--- src/rtl/cypher_pkg.sv ---
// Shared constants, state encoding and digit helper for the cypher sender.
// Digit 0 is the most significant nibble of the cypher word.
package cypher_pkg;

   localparam int DIGITS    = 4;
   localparam int DIGIT_W   = 4;
   localparam int CYPHER_W  = 16;
   localparam int SUM_W     = 8;
   localparam int MAX_DIGIT = 9;

   typedef enum logic [1:0] {
      S_IDLE   = 2'd0,
      S_CHECK  = 2'd1,
      S_SEND   = 2'd2,
      S_FINISH = 2'd3
   } state_t;

   // Digit 0 lives in the top nibble, so index from the MSB end.
   function automatic logic [DIGIT_W-1:0] get_digit(input logic [CYPHER_W-1:0] w,
                                                    input logic [1:0]          idx);
      return w[(DIGITS-1-int'(idx))*DIGIT_W +: DIGIT_W];
   endfunction

endpackage

--- src/rtl/cypher_digit_check.sv ---
// Combinational check: flags any nibble of the word that is not a decimal digit.
module cypher_digit_check
   import cypher_pkg::*;
(
   input  logic [CYPHER_W-1:0] i_word,
   output logic                o_bad
);

   localparam logic [DIGIT_W-1:0] MAX_D = DIGIT_W'(MAX_DIGIT);

   always_comb begin
      o_bad = 1'b0;
      for (int i = 0; i < DIGITS; i++) begin
         if (i_word[i*DIGIT_W +: DIGIT_W] > MAX_D) o_bad = 1'b1;
      end
   end

endmodule

--- src/rtl/cypher_sender.sv ---
// Sends a latched 16-bit cypher as four decimal digits over a valid/ready port,
// accumulating the sum and count of accepted digits.
module cypher_sender
   import cypher_pkg::*;
(
   input  logic                clock,
   input  logic                reset,
   input  logic [CYPHER_W-1:0] cypher,
   input  logic                start,
   input  logic                ready,
   output logic [DIGIT_W-1:0]  num,
   output logic                valid,
   output logic                busy,
   output logic                done,
   output logic                error,
   output logic [SUM_W-1:0]    sum,
   output logic [2:0]          count
);

   state_t              r_state, w_next;
   logic [CYPHER_W-1:0] r_shadow;
   logic [1:0]          r_idx;
   logic [DIGIT_W-1:0]  r_num;
   logic                r_valid;
   logic                r_error;
   logic [SUM_W-1:0]    r_sum;
   logic [2:0]          r_count;
   logic                w_bad;
   logic                w_accept;
   logic                w_last;

   cypher_digit_check u_check (
      .i_word (r_shadow),
      .o_bad  (w_bad)
   );

   assign w_accept = (r_state == S_SEND) && r_valid && ready;
   assign w_last   = (r_idx == 2'(DIGITS-1));

   always_ff @(posedge clock) begin
      if (!reset) r_state <= S_IDLE;
      else        r_state <= w_next;
   end

   always_comb begin
      w_next = r_state;
      case (r_state)
         S_IDLE:   if (start) w_next = S_CHECK;
         S_CHECK:  w_next = w_bad ? S_IDLE : S_SEND;
         S_SEND:   if (w_accept && w_last) w_next = S_FINISH;
         S_FINISH: w_next = S_IDLE;
         default:  w_next = S_IDLE;
      endcase
   end

   always_comb begin
      busy  = (r_state != S_IDLE);
      done  = (r_state == S_FINISH);
      error = r_error;
      num   = r_num;
      valid = r_valid;
      sum   = r_sum;
      count = r_count;
   end

   // Datapath: shadow latch, digit stepping and accumulation.
   always_ff @(posedge clock) begin
      if (!reset) begin
         r_shadow <= '0;
         r_idx    <= '0;
         r_num    <= '0;
         r_valid  <= 1'b0;
         r_error  <= 1'b0;
         r_sum    <= '0;
         r_count  <= '0;
      end else begin
         r_error <= 1'b0;
         case (r_state)
            S_IDLE: begin
               if (start) begin
                  r_shadow <= cypher;
                  r_idx    <= '0;
                  r_sum    <= '0;
                  r_count  <= '0;
               end
            end
            S_CHECK: begin
               if (w_bad) begin
                  r_error <= 1'b1;
               end else begin
                  r_valid <= 1'b1;
                  r_num   <= get_digit(r_shadow, 2'd0);
               end
            end
            S_SEND: begin
               if (w_accept) begin
                  r_sum   <= r_sum + SUM_W'(r_num);
                  r_count <= r_count + 3'd1;
                  r_idx   <= r_idx + 2'd1;
                  if (w_last) r_valid <= 1'b0;
                  else        r_num   <= get_digit(r_shadow, r_idx + 2'd1);
               end
            end
            default: ;
         endcase
      end
   end

endmodule

--- config.mk ---
export PLATFORM = sky130hd
export DESIGN_NAME = cypher_sender
export DESIGN_NICKNAME = d
export VERILOG_FILES = /design/src/rtl/cypher_pkg.sv /design/src/rtl/cypher_digit_check.sv /design/src/rtl/cypher_sender.sv
export SDC_FILE = /design/constraint.sdc
export NUM_CORES = 1
export LEC_CHECK = 0
export CAP_MARGIN = 15
export CORE_MARGIN = 3
export CORE_UTILIZATION = 54
export CTS_CLUSTER_SIZE = 8
export DETAILED_ROUTE_END_ITERATION = 6
export PLACE_DENSITY = 0.9
export SYNTH_ARGS = -nofsm -noshare
export SYNTH_HDL_FRONTEND = slang
export SYNTH_SLANG_ARGS = --single-unit
--- constraint.sdc ---
create_clock -name clock -period 3.25 [get_ports clock]
set_clock_uncertainty 0.05 [all_clocks]
set_input_delay 0.65 -clock clock [delete_from_list [all_inputs] [get_ports clock]]
set_output_delay 0.65 -clock clock [all_outputs]
set_load 0.01 [all_outputs]
==> impl_metrics.yaml <==
timing:
  worst_pin_slew_ns: 0.661
  hold_viol_final: 0
  slew_headroom_pct: 55.9
  rsz0062_at_grt: "no"
  setup_viol: 0
  final.period_utilization_pct: 73.1
  hold_slack_ns: 0.433
  max_freq_ghz: 0.421
  slew_viol_final: 0
  min_period_ns: 2.38
  setup_ws_ns: 0.874
  setup_tns_ns: 0
pwr:
  comb_power_share_pct: 13.7
  intPower_uw: 661
  p_per_area_nw_per_um2: 393
  p_leak_nw: 0.875
  power.switching_uw: 234
  fin_total_pwr_uw: 895
  ir_drop_uv: 290
  p_clk_share_pct: 31.4
  swShare_pct: 26.2
  seqPwrFrac_pct: 54.9
place:
  place_congestion: 0.814
  pre_cts_ws_ns: 0.782
  portBuffers: 38
  hpwl_um: 2900
floorplan:
  dieArea_um2: 4080
  ioPinCount: 39
  start_util_pct: 57.9
  core_um2: 3130
  die_h_um: 63.9
  rows: 20
  die_w_um: 63.9
worst_setup_path:
  worst_setup_path_start_kind: "flop"
  critPathMaxFanout: 11
  slowest_delay_ns: 0.56
  worst-endpoint-required_ns: 2.55
  crit_path_end_kind: "output pin"
  slowest_stage: "clkdlybuf4s50_1"
  critPathKind: "flop to output pin"
  arrival_ns: 1.68
  crit_chain: "or2_1 -> clkdlybuf4s50_1"
routing:
  wl_per_cell_um: 13.0
  postRouteAntennaNets: 0
  viasPerCell: 5.42
  drtIter0Drc: 71
  vias: 1582
  first_pass_iters: 4
  drt-total-wl_um: 3800
  route.detailed.drc: 0
clock_network:
  clock-root-buffer: "clkbuf_4"
  h-tree-depth: 2
  cts.sinks: 37
  clk_pin_slew_ns: 0.11
  cts_tree: "yes"
  hold_buffers: 0
  postCtsSetupRepairBufs: 0
  worstSkewPairLatency_ns: 0.35
  cts_resized: 0
  clockBufferDepth: 2
  cts_buffers: 5
grt:
  grt_pass1_vias: 1483
  grt_max_degree: 22
  grt_overflow: 0
  grt_pass1_wl_um: 6530
  gr-usage-all-layers_pct: 20.1
  antenna_found_initial: 0
synth:
  synth_common_cells: "nand2_1, dfxtp_1, a21boi_0"
  synthCells: 212
  avgSynthCellArea_um2: 8.54
  synth_edf_count: 0
  synth_cell_type_count: 36
  yosysWarnings: 0
  yosys.cell_count.top_type: "nand2_1"
  synthArstFlopShare_pct: 0
  ys_seq_elements: 37
  yosys.area.top_type: "dfxtp_1"
  yosysTopAreaCellShare_pct: 40.9
  syn-num-nets: 239
  synth_ff_type: "dfxtp_1"
  synth_area_um2: 1810
  ys_seq_area_share_pct: 40.9
  synth.area.top_cells: "dfxtp_1, nand2_1, a21boi_0, a21oi_1, ha_1"
cells_and_area:
  nets: 274
  drive_above_1_share_pct: 6.45
  syn2layout_area_growth_pct: 25.6
  diodes: 0
  fillCellCount: 258
run_status:
  outcome: "complete, no violations"
hold_path:
  min_path_type: "flop to flop"
job:
  cap_viol_max_count: 0
==> cell families (layout without fill, tap and decap cells) <==
family | Yosys count | count (layout) | share of synthesized area [%]
compound gates | 60 | 60 | 21.9
xor+xnor | 1 | 1 | 0.484
fa+ha+maj | 7 | 7 | 5.25
buf+inv | 14 | 50 | 3.32
flops | 37 | 37 | 40.9
mux | 8 | 8 | 4.70
simple gates | 85 | 85 | 23.4
==> per-stage QoR <==
step	instances	area, µm²	utilization (%)
2_1_floorplan	212	1810	-
6_report	292	2270	72.7
3_5_place_dp	284	2200	70.5
4_1_cts	292	2270	72.7
5_1_grt	292	2270	72.7
3_3_place_gp	284	2200	70.5
==> flip-flops by register name, indices dropped and copies added, names as in the netlist, named ones only <==
name,cells
r_shadow,16
sum,8
num,4
count,3
r_idx,2
error,1
r_state,1
valid,1
==> metal layers <==
| metal | wire [µm] | global-route usage, % | vias up | share of wire [%] |
|---|---|---|---|---|
| met5 | 0 | 0 | - | 0 |
| met4 | 46 | 5.93 | 0 | 1.2 |
| met2 | 1910 | 36.1 | 34 | 50 |
| met3 | 164 | 5.98 | 6 | 4.3 |
| li1 | - | - | 812 | - |
| met1 | 1690 | 22.6 | 730 | 44 |
==> final timing paths <==
| path | to | start | cells past startpoint | slack, ns |
|---|---|---|---|---|
| worst min-delay path | r_shadow[7]$_SDFFE_PN0P_ | r_shadow[7]$_SDFFE_PN0P_ | 2 | 0.43 |
| worst min register to register | r_shadow[7]$_SDFFE_PN0P_ | r_shadow[7]$_SDFFE_PN0P_ | 2 | 0.43 |
| worst max register to register | sum[4]$_SDFFE_PN0P_ | num[0]$_SDFFE_PN0P_ | 6 | 1.33 |
| worst max-delay path | busy | flop | 2 | 0.87 |
==> cell usage in the layout (no fill, tap or decap) <==
cell type        synthesis  routed
a32oi_1                  1       1
o21a_1                   3       3
a21o_1                   3       3
or3b_1                   1       1
a211o_1                  2       2
nand3_4                  1       1
nand2b_1                 4       4
o22ai_2                  1       1
dfxtp_1                 37      37
o31ai_1                  3       3
and4b_1                  1       1
nand4b_1                 2       2
nand3_1                  5       5
buf_4                    1       1
clkbuf_8                 0       2
nand2_1                 43      43
a21boi_0                17      17
mux2i_1                  4       4
and2_1                   1       1
fa_1                     1       1
clkbuf_4                 0       5
a22oi_1                  1       1
a21boi_1                 4       4
or3_1                    6       6
or2_1                    2       2
nor2_1                   8       8
o21ai_0                 10      10
ha_1                     6       6
a21oi_1                 15      15
xor2_1                   1       1
nand4_1                  2       2
or4_1                    3       3
mux2_2                   4       4
clkdlybuf4s50_1          0      38
nor2_2                   1       1
inv_1                    3       3
nor2b_1                  5       5
clkinv_2                 0       1
==> worst max-delay path: cells and delay by family, from the launching register on <==
family | cells | cell delay [ns]
buffers and inverters | 1 | 0.56
flip-flops | 1 | 0.55
AND/OR/NAND/NOR | 1 | 0.23
==> cell type report <==
cell class | count | area, µm² | area share [%]
clock buffer | 7 | 65.1 | 2.86
clock inverter | 1 | 5.00 | 0.220
inverter | 3 | 11.3 | 0.495
multi-input combinational | 161 | 1010 | 44.4
sequential | 37 | 741 | 32.6
tap | 44 | 55.1 | 2.42
timing repair buffer | 39 | 388 | 17.1
==> power by group through the flow <==
stage	registers, mW	clock network, mW	logic [mW]
3_5_place_dp	0.501	0	0.123
5_1_grt	0.495	0.302	0.136
4_1_cts	0.491	0.284	0.124
6_report	0.491	0.281	0.122
3_3_place_gp	0.500	0	0.119
2_1_floorplan	0.495	0	0.0791
(Power assumes the default switching activity.)
